<file path="config.mk">
export PLATFORM = sky130hd
export DESIGN_NAME = axi_master_bridge
export DESIGN_NICKNAME = d
export VERILOG_FILES = /design/src/rtl/axi_master_bridge.sv
export SDC_FILE = /design/constraint.sdc
export NUM_CORES = 1
export LEC_CHECK = 0
export CAP_MARGIN = 20
export CORE_AREA = 2 2 144 146
export CTS_BUF_LIST = sky130_fd_sc_hd__clkbuf_2 sky130_fd_sc_hd__clkbuf_4 sky130_fd_sc_hd__clkbuf_8
export DETAILED_ROUTE_END_ITERATION = 8
export DIE_AREA = 0 0 146 148
export HOLD_SLACK_MARGIN = 0.1
export PLACE_DENSITY_LB_ADDON = 0.08
export SLEW_MARGIN = 10
export SYNTH_ARGS = -nofsm -noshare
export SYNTH_HDL_FRONTEND = slang
export SYNTH_SLANG_ARGS = --single-unit
export TNS_END_PERCENT = 5
</file>
<file path="constraint.sdc">
create_clock -name clock -period 4.18 [get_ports clock]
set_clock_uncertainty 0.2 [all_clocks]
set_input_delay 0.836 -clock clock [delete_from_list [all_inputs] [get_ports clock]]
set_output_delay 0.836 -clock clock [all_outputs]
set_load 0.02 [all_outputs]
</file>
<file path="src/rtl/axi_master_bridge.sv">
// AXI4 master bridge shared by IFU and LSU: one outstanding transaction, LSU priority.
// Optional macro AXI_ID_CHECK_EN adds a sticky ID/beat-count protocol_err monitor.
module axi_master_bridge #(
  parameter int ADDR_W    = 32,
  parameter int DATA_W    = 32,
  parameter int ID_W      = 4,
  parameter int IFU_ID    = 0,
  parameter int LSU_ID    = 1,
  parameter int IFU_BEATS = 1
) (
  input  logic                clock,
  input  logic                reset,
  output logic                io_master_awvalid,
  input  logic                io_master_awready,
  output logic [ADDR_W-1:0]   io_master_awaddr,
  output logic [ID_W-1:0]     io_master_awid,
  output logic [7:0]          io_master_awlen,
  output logic [2:0]          io_master_awsize,
  output logic [1:0]          io_master_awburst,
  output logic                io_master_wvalid,
  input  logic                io_master_wready,
  output logic [DATA_W-1:0]   io_master_wdata,
  output logic [DATA_W/8-1:0] io_master_wstrb,
  output logic                io_master_wlast,
  input  logic                io_master_bvalid,
  output logic                io_master_bready,
  input  logic [1:0]          io_master_bresp,
  input  logic [ID_W-1:0]     io_master_bid,
  output logic                io_master_arvalid,
  input  logic                io_master_arready,
  output logic [ADDR_W-1:0]   io_master_araddr,
  output logic [ID_W-1:0]     io_master_arid,
  output logic [7:0]          io_master_arlen,
  output logic [2:0]          io_master_arsize,
  output logic [1:0]          io_master_arburst,
  input  logic                io_master_rvalid,
  output logic                io_master_rready,
  input  logic [DATA_W-1:0]   io_master_rdata,
  input  logic [1:0]          io_master_rresp,
  input  logic                io_master_rlast,
  input  logic [ID_W-1:0]     io_master_rid,
  input  logic                ifu_req_valid,
  output logic                ifu_req_ready,
  input  logic [ADDR_W-1:0]   ifu_addr,
  output logic                ifu_rsp_valid,
  output logic [DATA_W-1:0]   ifu_rsp_data,
  output logic                ifu_rsp_last,
  output logic                ifu_rsp_err,
  input  logic                lsu_req_valid,
  output logic                lsu_req_ready,
  input  logic                lsu_wen,
  input  logic [ADDR_W-1:0]   lsu_addr,
  input  logic [DATA_W-1:0]   lsu_wdata,
  input  logic [DATA_W/8-1:0] lsu_wstrb,
  input  logic [2:0]          lsu_size,
  output logic                lsu_rsp_valid,
  output logic [DATA_W-1:0]   lsu_rsp_rdata,
  output logic                lsu_rsp_err,
  output logic                protocol_err
);

  localparam logic [2:0]      IFU_SIZE  = 3'($clog2(DATA_W/8));
  localparam logic [7:0]      IFU_LEN   = 8'(IFU_BEATS - 1);
  localparam logic [ID_W-1:0] IFU_ID_V  = ID_W'(IFU_ID);
  localparam logic [ID_W-1:0] LSU_ID_V  = ID_W'(LSU_ID);
  localparam logic [1:0]      BURST_INC = 2'b01;

  typedef enum logic [2:0] {IDLE, RD_ADDR, RD_DATA, WR_REQ, WR_RESP} state_t;

  state_t              state, state_nxt;
  logic [ADDR_W-1:0]   req_addr;
  logic [DATA_W-1:0]   req_wdata;
  logic [DATA_W/8-1:0] req_wstrb;
  logic [2:0]          req_size;
  logic                req_ifu;
  logic                aw_done, w_done;
  logic [7:0]          beat_cnt;
  logic                accept;
  logic [ID_W-1:0]     req_id;
  logic [7:0]          req_len;

  assign accept  = (state == IDLE) && (lsu_req_valid || ifu_req_valid);
  assign req_id  = req_ifu ? IFU_ID_V : LSU_ID_V;
  assign req_len = req_ifu ? IFU_LEN : 8'd0;

  always_ff @(posedge clock or posedge reset) begin
    if (reset) state <= IDLE;
    else       state <= state_nxt;
  end

  always_comb begin
    state_nxt = state;
    case (state)
      IDLE: begin
        if (lsu_req_valid)      state_nxt = lsu_wen ? WR_REQ : RD_ADDR;
        else if (ifu_req_valid) state_nxt = RD_ADDR;
      end
      RD_ADDR: if (io_master_arready) state_nxt = RD_DATA;
      RD_DATA: if (io_master_rvalid && io_master_rlast) state_nxt = IDLE;
      // Either channel may have completed earlier; a same-cycle pair also counts.
      WR_REQ:  if ((aw_done || io_master_awready) && (w_done || io_master_wready))
                 state_nxt = WR_RESP;
      WR_RESP: if (io_master_bvalid) state_nxt = IDLE;
      default: state_nxt = IDLE;
    endcase
  end

  always_comb begin
    ifu_req_ready     = 1'b0;
    lsu_req_ready     = 1'b0;
    io_master_arvalid = 1'b0;
    io_master_rready  = 1'b0;
    io_master_awvalid = 1'b0;
    io_master_wvalid  = 1'b0;
    io_master_bready  = 1'b0;
    ifu_rsp_valid     = 1'b0;
    ifu_rsp_last      = 1'b0;
    ifu_rsp_err       = 1'b0;
    lsu_rsp_valid     = 1'b0;
    lsu_rsp_err       = 1'b0;
    case (state)
      IDLE: begin
        lsu_req_ready = lsu_req_valid;
        ifu_req_ready = ifu_req_valid && !lsu_req_valid;
      end
      RD_ADDR: io_master_arvalid = 1'b1;
      RD_DATA: begin
        io_master_rready = 1'b1;
        ifu_rsp_valid    = io_master_rvalid && req_ifu;
        ifu_rsp_last     = io_master_rvalid && req_ifu && io_master_rlast;
        ifu_rsp_err      = io_master_rvalid && req_ifu && (io_master_rresp != 2'b00);
        lsu_rsp_valid    = io_master_rvalid && !req_ifu;
        lsu_rsp_err      = io_master_rvalid && !req_ifu && (io_master_rresp != 2'b00);
      end
      WR_REQ: begin
        io_master_awvalid = !aw_done;
        io_master_wvalid  = !w_done;
      end
      WR_RESP: begin
        io_master_bready = 1'b1;
        lsu_rsp_valid    = io_master_bvalid;
        lsu_rsp_err      = io_master_bvalid && (io_master_bresp != 2'b00);
      end
      default: ;
    endcase
  end

  assign io_master_araddr  = req_addr;
  assign io_master_arid    = req_id;
  assign io_master_arlen   = req_len;
  assign io_master_arsize  = req_size;
  assign io_master_arburst = BURST_INC;
  assign io_master_awaddr  = req_addr;
  assign io_master_awid    = LSU_ID_V;
  assign io_master_awlen   = 8'd0;
  assign io_master_awsize  = req_size;
  assign io_master_awburst = BURST_INC;
  assign io_master_wdata   = req_wdata;
  assign io_master_wstrb   = req_wstrb;
  assign io_master_wlast   = io_master_wvalid;
  assign ifu_rsp_data      = io_master_rdata;
  assign lsu_rsp_rdata     = io_master_rdata;

  always_ff @(posedge clock or posedge reset) begin
    if (reset) begin
      req_addr  <= '0;
      req_wdata <= '0;
      req_wstrb <= '0;
      req_size  <= '0;
      req_ifu   <= 1'b0;
      aw_done   <= 1'b0;
      w_done    <= 1'b0;
      beat_cnt  <= '0;
    end else begin
      if (accept) begin
        req_ifu   <= !lsu_req_valid;
        req_addr  <= lsu_req_valid ? lsu_addr : ifu_addr;
        req_wdata <= lsu_wdata;
        req_wstrb <= lsu_wstrb;
        req_size  <= lsu_req_valid ? lsu_size : IFU_SIZE;
        beat_cnt  <= '0;
      end else if (state == RD_DATA && io_master_rvalid) begin
        beat_cnt <= beat_cnt + 8'd1;
      end
      if (state == WR_REQ) begin
        if (io_master_awvalid && io_master_awready) aw_done <= 1'b1;
        if (io_master_wvalid && io_master_wready)   w_done  <= 1'b1;
      end else begin
        aw_done <= 1'b0;
        w_done  <= 1'b0;
      end
    end
  end

`ifdef AXI_ID_CHECK_EN
  logic r_bad, b_bad;
  // A non-final beat at or past arlen means rlast is late; rlast before arlen means early.
  assign r_bad = (state == RD_DATA) && io_master_rvalid &&
                 ((io_master_rid != req_id) ||
                  (io_master_rlast ? (beat_cnt != req_len) : (beat_cnt >= req_len)));
  assign b_bad = (state == WR_RESP) && io_master_bvalid && (io_master_bid != LSU_ID_V);

  always_ff @(posedge clock or posedge reset) begin
    if (reset)              protocol_err <= 1'b0;
    else if (r_bad || b_bad) protocol_err <= 1'b1;
  end
`else
  logic unused_ids;
  assign unused_ids   = ^{io_master_rid, io_master_bid, beat_cnt};
  assign protocol_err = 1'b0;
`endif

endmodule

</file>
==> metrics.log <==
INFO  metric grt.busiest_layer = met2
INFO  metric routed_wire_length_per_instance = 16.3 um
INFO  metric tritoncts = done
INFO  metric die_w = 146 um
INFO  metric largest_family_of_logic_cells_by_synthesized_area = multiplexers
INFO  metric antenna_found_initial = 0
INFO  metric global_routing_met1_resource_utilization = 12.2%
INFO  metric yosysTopAreaCell = dfrtp_1
INFO  metric slew_viol_final = 0
INFO  metric setup_total_negative_slack = 0 ns
INFO  metric post_cts_resized = 0
INFO  metric total_i_o_pin_count = 370
INFO  metric outcome = completed
INFO  metric register_area = 1930 um^2
INFO  metric drt_wl_total = 12.8 mm
INFO  metric timing.critical_path.arrival = 2.56 ns
INFO  metric timing_worst_slew_pin_value = 0.773 ns
INFO  metric period_minus_slack = 3.60 ns
INFO  metric max_slew_headroom_at_the_worst_pin = 48.4%
INFO  metric report.final.hold_viol_count = 0
INFO  metric gp_routability_congestion = 0.750
INFO  metric grt.met3_usage = 5.52%
INFO  metric powerDensity = 763 nW/um^2
INFO  metric dieHeight = 148 um
INFO  metric die_area = 21,600 um^2
INFO  metric worst_min_path_class = reg -> reg
INFO  metric netlist-cell-type-count = 28
INFO  metric cts.reportedPaths.clkPinSlew = 0.09 ns
INFO  metric layout.cells.most_common = clkdlybuf4s50_1
INFO  metric worstSkewPairLatency = 0.36 ns
INFO  metric finalHoldWorstSlack = 0.310 ns
INFO  metric worst_ep_required_time = 3.14 ns
INFO  metric cts-buffers-inserted = 9
INFO  metric grt_use_met2 = 20.2%
INFO  metric core-area = 20,000 um^2
INFO  metric crit_path_end_kind = output port
INFO  metric fillers = 2,079
INFO  metric drcViolationCount = 0
INFO  metric post_synth.cell_area_avg = 12.0 um^2
INFO  metric postCtsHoldBufs = 0
INFO  metric layout_worst_path_cycle_share = 86.1%
INFO  metric syn-instance-count = 371
INFO  metric cp-start-kind = input pin
INFO  metric cts_setup_buffers = 0
INFO  metric timing_worst_setup_path_type = in -> out
INFO  metric grt_first_pass_wirelength = 19.0 mm
INFO  metric synth_compound_area_share = 2.31%
INFO  metric layout_common_cells = 236 x clkdlybuf4s50_1, 91 x mux2_2, 77 x dfrtp_1
INFO  metric ant_nets = 0
INFO  metric synth_adder_area_share = 0%
INFO  metric area_taken_by_multi_input_logic_gates = 1520 um^2
INFO  metric grtUsageTotal = 11.6%
INFO  metric grt_pass1_vias = 3,217
INFO  metric ir_worst_vdd = 0.000373 V
INFO  metric synth_seq_cells = 77
INFO  metric drtIter0Drc = 40
INFO  metric dp_slack = 0.545 ns
INFO  metric n_antenna_cell = 0
INFO  metric post_synth_xor_area_fraction = 0%
INFO  metric first_pass_iters = 4
INFO  metric synthMuxAreaShare = 26.1%
INFO  metric num_rows = 52
INFO  metric total_via_count_after_detailed_routing = 3,002
INFO  metric max_freq = 0.278 GHz
INFO  metric place.port_buffers = 237
INFO  metric placement.cell_area = 6230 um^2
INFO  metric post-synth-top-area-fraction = 43.4%
INFO  metric cts_htree_levels = 3
INFO  metric timing.final.ws_setup = 0.581 ns
INFO  metric detail_route.vias_per_cell = 3.84
INFO  metric final_area = 6450 um^2
INFO  metric grt.overflow.total = 0
INFO  metric grt_setup_unrepaired = no
INFO  metric layout-area-overhead-vs-synth = 45.4%
INFO  metric final_nets = 665
INFO  metric place.detailed.hpwl = 9.73 mm
INFO  metric crit_path_max_fanout = 3
INFO  metric ratio_of_cells_with_drive_above_1_in_the_final_layout = 24.1%
INFO  metric synth_simple_gate_area_share = 3.33%
INFO  metric cts_num_sinks = 77
INFO  metric setup_viol = 0
INFO  metric synth_top_cells_by_area = dfrtp_1 43%, mux2_2 23%, buf_4 23%
INFO  metric initial_utilization = 22.1%
INFO  metric synth.cell_area = 4440 um^2
INFO  metric max_cap_viol_count = 0
INFO  metric clk_root_buffer_cell = clkbuf_8
INFO  metric yosysWarningCount = 0
INFO  metric power.static_leakage = 0.00260 uW
INFO  metric synth.yosys.seq_area_share = 43.4%
INFO  metric grt_max_degree = 48
INFO  metric power.total = 4920 uW
INFO  metric ctsLongestPathBuffers = 2
[kinds of logic after synthesis]
logic type,count (synthesis)
multiplexers,100
other,2
flip-flops,77
AO/OA/AOI/OAI,15
buffers and inverters,147
AND/OR/NAND/NOR,30
[flip-flops by register name, summed over array words and instances, names as in the netlist]
name / flops
aw_done: 1
io_master_araddr: 32
io_master_arsize: 3
io_master_wdata: 32
io_master_wstrb: 4
req_ifu: 1
state: 3
w_done: 1
[metrics by stage]
step,cells,util (%)
CTS,781,32.2
finish,781,32.2
global placement,766,31.1
detailed placement,766,31.1
global route,781,32.2
floorplan,397,-
[synthesized netlist by cell type, drive strengths merged]
cell,count
o32ai,1
a22o,2
nand2,6
a21oi,2
nor3b,1
nor2b,3
o22ai,1
nand2b,2
dfrtp,77
a2bb2oi,1
nor3,1
and2,2
inv,5
a32o,1
nand3,1
conb,2
clkbuf,3
o21a,1
o21ai,5
mux2,100
nor2,14
buf,139
o221ai,1
[layout make-up]
class                   instances  share of cell area, %
clock buffers                  10                   2.13
clock inverters                 5                   1.28
inverters                       5                  0.310
multi-input cells             173                   23.6
flip-flops and latches         77                   29.9
well taps                     270                   5.24
repair buffers                241                   37.6
[layer usage]
layer / vias up / part of all wire (%)
met3: 22 / 12
li1: 1354 / -
met5: - / 0
met2: 209 / 51
met1: 1417 / 35
met4: 0 / 1.8
[critical path: stages]
cell and delay [ns]:
clkdlybuf4s50_1 0.46, nor2b_1 0.20, nand2_1 0.09, o32ai_1 0.31
clkdlybuf4s50_1 0.66
[report_power, final]
| part | switching, uW | internal, uW | total [uW] |
|---|---|---|---|
| combinational | 1320 | 1550 | 2870 |
| clock | 295 | 352 | 647 |
| sequential | 277 | 1120 | 1400 |
| total | 1900 | 3030 | 4920 |
[final timing paths]
kind,start,end,slack (ns),cells past startpoint
setup / recovery,io_master_rvalid,lsu_rsp_err,0.58,5
hold / removal,io_master_wstrb[1]$_DFFE_PP0P_,io_master_wstrb[1]$_DFFE_PP0P_,0.31,1
setup reg to reg,state[2]$_DFFE_PP0P_,io_master_araddr[13]$_DFFE_PP0P_,1.94,4
hold reg to reg,io_master_wstrb[1]$_DFFE_PP0P_,io_master_wstrb[1]$_DFFE_PP0P_,0.31,1
max in group asynchronous,reset,io_master_araddr[13]$_DFFE_PP0P_,2.38,3
min in group asynchronous,reset,io_master_wdata[3]$_DFFE_PP0P_,0.71,2
Power figures use the tool's default switching activity.
